### src/rtl/ahb_apb_bridge.sv
// ---------------------------------------------------------------------------
// ahb_apb_bridge
//   Single-slave AHB-Lite to APB bridge. Each AHB NONSEQ/SEQ beat that decodes
//   into the bridge window becomes one independent APB transfer. Addresses
//   outside the window get a two-cycle AHB ERROR response.
//   All outputs come straight from flops that one FSM always_ff block updates.
//
// Parameters
//   BASE_NIBBLE  haddr[31:28] value that selects the bridge
//
// Ports
//   hclk, hresetn     clock, synchronous active-low reset
//   hwrite, hreadyin  AHB direction, system HREADY
//   htrans, haddr     AHB transfer type and address
//   hwdata            AHB write data (data phase)
//   prdata, pready    APB read data, completer ready
//   hreadyout, hresp  bridge HREADY, response (1 = ERROR)
//   hrdata            read data returned to the master
//   paddr, pwdata     APB address and write data
//   pwrite, penable   APB direction and enable
//   psel              one-hot APB completer select (3 completers)
// ---------------------------------------------------------------------------
module ahb_apb_bridge #(
    parameter logic [3:0] BASE_NIBBLE = 4'h8
) (
    input  logic        hclk,
    input  logic        hresetn,
    input  logic        hwrite,
    input  logic        hreadyin,
    input  logic [1:0]  htrans,
    input  logic [31:0] haddr,
    input  logic [31:0] hwdata,
    input  logic [31:0] prdata,
    input  logic        pready,
    output logic        hreadyout,
    output logic        hresp,
    output logic [31:0] hrdata,
    output logic [31:0] paddr,
    output logic [31:0] pwdata,
    output logic        pwrite,
    output logic        penable,
    output logic [2:0]  psel
);

    typedef enum logic [2:0] {
        IDLE   = 3'd0,
        WWAIT  = 3'd1,
        SETUP  = 3'd2,
        ACCESS = 3'd3,
        ERR1   = 3'd4,
        ERR2   = 3'd5
    } state_t;

    state_t     state;
    logic [2:0] sel_q;      // decoded select held across WWAIT
    logic [2:0] dec_sel;
    logic       dec_ok;
    logic       xfer_valid;

    // Address decode: top nibble picks the bridge, next nibble picks the completer.
    always_comb begin
        dec_sel = 3'b000;
        dec_ok  = 1'b0;
        if (haddr[31:28] == BASE_NIBBLE) begin
            case (haddr[27:24])
                4'h0: begin dec_sel = 3'b001; dec_ok = 1'b1; end
                4'h1: begin dec_sel = 3'b010; dec_ok = 1'b1; end
                4'h2: begin dec_sel = 3'b100; dec_ok = 1'b1; end
                default: begin dec_sel = 3'b000; dec_ok = 1'b0; end
            endcase
        end
    end

    // NONSEQ and SEQ are handled identically; IDLE/BUSY never start anything.
    assign xfer_valid = hreadyin && (htrans == 2'b10 || htrans == 2'b11) && (state == IDLE);

    always_ff @(posedge hclk) begin
        if (!hresetn) begin
            state     <= IDLE;
            sel_q     <= 3'b000;
            hreadyout <= 1'b1;
            hresp     <= 1'b0;
            hrdata    <= 32'h0;
            paddr     <= 32'h0;
            pwdata    <= 32'h0;
            pwrite    <= 1'b0;
            penable   <= 1'b0;
            psel      <= 3'b000;
        end else begin
            case (state)
                IDLE: begin
                    hreadyout <= 1'b1;
                    hresp     <= 1'b0;
                    psel      <= 3'b000;
                    penable   <= 1'b0;
                    if (xfer_valid) begin
                        hreadyout <= 1'b0;
                        if (dec_ok) begin
                            paddr  <= haddr;
                            pwrite <= hwrite;
                            sel_q  <= dec_sel;
                            if (hwrite) begin
                                // write data arrives one cycle later; wait for it
                                state <= WWAIT;
                            end else begin
                                psel  <= dec_sel;
                                state <= SETUP;
                            end
                        end else begin
                            hresp <= 1'b1;
                            state <= ERR1;
                        end
                    end
                end
                WWAIT: begin
                    pwdata <= hwdata;
                    psel   <= sel_q;
                    state  <= SETUP;
                end
                SETUP: begin
                    penable <= 1'b1;
                    state   <= ACCESS;
                end
                ACCESS: begin
                    // pready low: everything holds, the master keeps stalling
                    if (pready) begin
                        psel      <= 3'b000;
                        penable   <= 1'b0;
                        hreadyout <= 1'b1;
                        if (!pwrite)
                            hrdata <= prdata;
                        state <= IDLE;
                    end
                end
                ERR1: begin
                    // second ERROR cycle releases HREADY so the master sees the response
                    hreadyout <= 1'b1;
                    state     <= ERR2;
                end
                ERR2: begin
                    hresp <= 1'b0;
                    state <= IDLE;
                end
                default: begin
                    hreadyout <= 1'b1;
                    hresp     <= 1'b0;
                    psel      <= 3'b000;
                    penable   <= 1'b0;
                    state     <= IDLE;
                end
            endcase
        end
    end

endmodule

### config.mk
export PLATFORM = sky130hd
export DESIGN_NAME = ahb_apb_bridge
export DESIGN_NICKNAME = d
export VERILOG_FILES = /design/src/rtl/ahb_apb_bridge.sv
export SDC_FILE = /design/constraint.sdc
export NUM_CORES = 1
export LEC_CHECK = 0
export ABC_AREA = 1
export BUFFER_PORTS_ARGS = -buffer_cell sky130_fd_sc_hd__buf_2
export CORE_UTILIZATION = 30
export CTS_CLUSTER_DIAMETER = 50
export DETAILED_ROUTE_END_ITERATION = 10
export GPL_TIMING_DRIVEN = 1
export MAX_ROUTING_LAYER = met4
export PLACE_DENSITY = 0.66
export SYNTH_ARGS = -nofsm -noshare
export SYNTH_HDL_FRONTEND = slang
export SYNTH_SLANG_ARGS = --single-unit
### constraint.sdc
create_clock -name hclk -period 1.3 [get_ports hclk]
set_input_delay 0.065 -clock hclk [delete_from_list [all_inputs] [get_ports hclk]]
set_output_delay 0.065 -clock hclk [all_outputs]
set_load 0.005 [all_outputs]
==> flow_metrics.tcl <==
set metrics [dict create \
    drtIter0Drc 218 \
    fp-row-count 41 \
    worst_slew_margin_rel 0.679 \
    portion_of_the_post_synthesis_area_used_by_sequential_elements 0.546 \
    io-pin-count 206 \
    initial_core_util 0.311 \
    result_of_the_run "finished, final reports clean" \
    placement.cell_area_um2 5380 \
    finish.instance_area_um2 6840 \
    crit_path_max_delay_cell_type "sky130_fd_sc_hd__dfxtp_4" \
    core_area_um2 12800 \
    layout_min_cycle_time_ns 1.30 \
    synthArstFlopShare 0 \
    multi_input_area_um2 1730 \
    yosys.area_share.xor_xnor 0 \
    fin_worst_hold_slack_ns 0.0395 \
    yosysTopAreaCellShare 0.546 \
    numCtsBuffers 9 \
    fp.dieArea_um2 13800 \
    ys_types 20 \
    yosys_most_used_dff "sky130_fd_sc_hd__dfxtp_1" \
    end_kind "flip-flop" \
    finish.net_count 944 \
    sequential_cell_area_um2 2190 \
    number_of_warning_messages_in_the_yosys_log 0 \
    number_of_antenna_violations_at_the_first_check_in_global_routing 0 \
    overflow 0 \
    grt_first_pass_wirelength_um 20800 \
    final.period_utilization 0.999 \
    synthSimpleGateAreaFrac 0.272 \
    fp.dieH_um 117 \
    critical_path.cell_chain "nor2_4, nand2_4, nor2_8, nand2_8, buf_4, o21ai_1, nor2_1" \
    buffer_ports.inserted 204 \
    worst_hold_path_type "input pin to flip-flop" \
    route.detailed.wl_per_inst_um 12.9 \
    timing.setup.critical_path_class "flip-flop to flip-flop" \
    cts_max_level 3 \
    timing.final.setup_violations 0 \
    fin_util 0.533 \
    clock_tree.buffer_depth 2 \
    route.final.wire_length_um 13100 \
    max_cap_violations 0 \
    crit_path_max_incr_delay_ns 0.37 \
    start_kind "flip-flop" \
    die_x_um 117 \
    route.detailed.drc 0 \
    track_usage 0.192 \
    p_leak_nw 3.28 \
    postSynthRegisterBits 109 \
    synth.mux.area_fraction 0 \
    achievable-frequency_ghz 0.770 \
    synth_top_family_by_area "simple AND/OR/NAND/NOR gates" \
    globalplace.congestion 0.791 \
    place.detailed.hpwl_um 7840 \
    insertion_delay_ns 0.35 \
    synth_enable_flop_cells 0 \
    synth.top_cells.by_area "sky130_fd_sc_hd__dfxtp_1 (55%), sky130_fd_sc_hd__nor2_1 (19%), sky130_fd_sc_hd__o21ai_0 (11%), sky130_fd_sc_hd__nand2_1 (4.2%), sky130_fd_sc_hd__clkbuf_1 (1.5%)" \
    fillerInstances 1172 \
    largest_driver_fanout_on_the_critical_path 6 \
    diodes_inserted 0 \
    ir_drop_uv 732 \
    synthMostInstantiatedCell "sky130_fd_sc_hd__nor2_1" \
    area_delta_synth_final_pct 71.3 \
    compound_gate_fraction_of_synth_area 0.130 \
    netlist.top_cell.by_area "sky130_fd_sc_hd__dfxtp_1" \
    placed_cells 906 \
    via_per_inst 4.46 \
    post_synth.cell_area_avg_um2 7.56 \
    cts.sink_count 109 \
    first_global_vias 4391 \
    rsz0062_at_grt "true" \
    root_buffer "sky130_fd_sc_hd__clkbuf_16" \
    fraction_of_final_layout_cells_sized_beyond_drive_strength_1 0.355 \
    worst-endpoint-required_ns 1.54 \
    commonest_cells_post_synth "sky130_fd_sc_hd__nor2_1 (207), sky130_fd_sc_hd__dfxtp_1 (109), sky130_fd_sc_hd__o21ai_0 (88)" \
    synth_area_um2 3990 \
    dr.pass1.iters 6 \
    tritoncts "built" \
    p_per_area_nw_per_um2 991 \
    clk_pin_slew_worst_paths_ns 0.07 \
    timing.final.hold_violations 0 \
    post_synth_inst_count 528 \
    layout.cells.non_filler 1018 \
    timing.clock.skew_ns 0.00695 \
    crit_arrival_ns 1.54 \
    timing.final.max_slew_violations 0 \
    yosys.area_share.adder 0 \
    antenna_violating_nets_post_route 0 \
    worst-slew-pin-transition_ns 0.481 \
    synth_fp_nets 631 \
    pin_count_of_the_biggest_net_entering_global_routing 37 \
    detailroute.via_count 4538 \
]
worst paths after layout:
kind	from	to	slack (ns)	depth (start not counted)
max	state[0]	paddr[14]	0.0009	7
min	pready	state[1]	0.04	4
max reg2reg	state[0]	paddr[14]	0.0009	7
min reg2reg	paddr[30]	paddr[30]	0.43	2
final cells by class:
| class | count | share of cell area |
|---|---|---|
| clock inverter | 5 | 0.00549 |
| timing repair buffer | 330 | 0.343 |
| multi-input combinational | 374 | 0.253 |
| tap | 172 | 0.0315 |
| clock buffer | 11 | 0.0340 |
| sequential | 109 | 0.321 |
| inverter | 17 | 0.0119 |
worst max-delay path: cells and delay by family, from the launching register on:
family	cells	cell delay, ns
flops	1	0.37
compound gates	1	0.12
buf+inv	1	0.17
simple gates	5	0.53
routing by layer:
layer | vias up | share of wire | track usage
met1 | 2049 | 0.41 | 0.203
met3 | 31 | 0.055 | 0.0593
met4 | 0 | 0.023 | 0.0755
met2 | 156 | 0.51 | 0.331
li1 | 2302 | - | -
met5 | - | 0 | -
logic make-up (layout without fill, tap and decap cells):
| family | after synthesis | in the layout |
|---|---|---|
| simple gates | 270 | 271 |
| flops | 109 | 109 |
| compound gates | 103 | 103 |
| buf+inv | 46 | 363 |
metrics by stage:
stage	setup WS, ns	TNS (ns)	total power, mW
3_3_place_gp	-0.0509	-1.21	4.04
5_1_grt	-0.0751	-2.91	7.10
3_5_place_dp	-0.0697	-2.16	4.04
6_report	0.000908	0	6.78
2_1_floorplan	0.0323	0	3.74
4_1_cts	0.00429	0	6.81
power breakdown:
group	leakage [nW]	switching, mW	internal (mW)
Combinational	2.28	0.366	0.464
Sequential	0.881	0.0327	3.39
Clock	0.126	1.22	1.30
Total	3.28	1.62	5.16
placed cells by master, fill, tap and decap left out, types with 2 or more instances in the layout:
cell type / n
sky130_fd_sc_hd__buf_6: 7
sky130_fd_sc_hd__o21ai_0: 30
sky130_fd_sc_hd__dfxtp_1: 106
sky130_fd_sc_hd__clkbuf_16: 11
sky130_fd_sc_hd__clkbuf_1: 2
sky130_fd_sc_hd__nor2_4: 4
sky130_fd_sc_hd__buf_12: 6
sky130_fd_sc_hd__clkinvlp_4: 2
sky130_fd_sc_hd__clkinv_4: 2
sky130_fd_sc_hd__o21ai_1: 46
sky130_fd_sc_hd__dlygate4sd3_1: 89
sky130_fd_sc_hd__nand2_1: 43
sky130_fd_sc_hd__nand2_2: 2
sky130_fd_sc_hd__a21oi_1: 7
sky130_fd_sc_hd__nor2_2: 9
sky130_fd_sc_hd__buf_8: 3
sky130_fd_sc_hd__nand2_4: 2
sky130_fd_sc_hd__buf_4: 19
sky130_fd_sc_hd__o21ai_2: 18
sky130_fd_sc_hd__dfxtp_4: 3
sky130_fd_sc_hd__nor2_1: 198
sky130_fd_sc_hd__buf_2: 204
sky130_fd_sc_hd__inv_1: 14
sky130_fd_sc_hd__nand3_1: 9
registers in the layout, indices dropped and copies added (netlist names):
signal / cells
hresp: 1
hreadyout: 1
sel_q: 3
penable: 1
psel: 3
paddr: 32
hrdata: 32
state: 3
pwdata: 32
pwrite: 1
repair_timing:
item | CTS | global route
pin swaps | 0 | 12
setup buffers | 0 | 5
endpoints found under the hold margin | 89 | 0
endpoints found under the setup margin | 89 | 98
gates resized for setup | 6 | 113
gates cloned | 0 | 3
hold buffers | 89 | 0
Power figures use the tool's default switching activity.
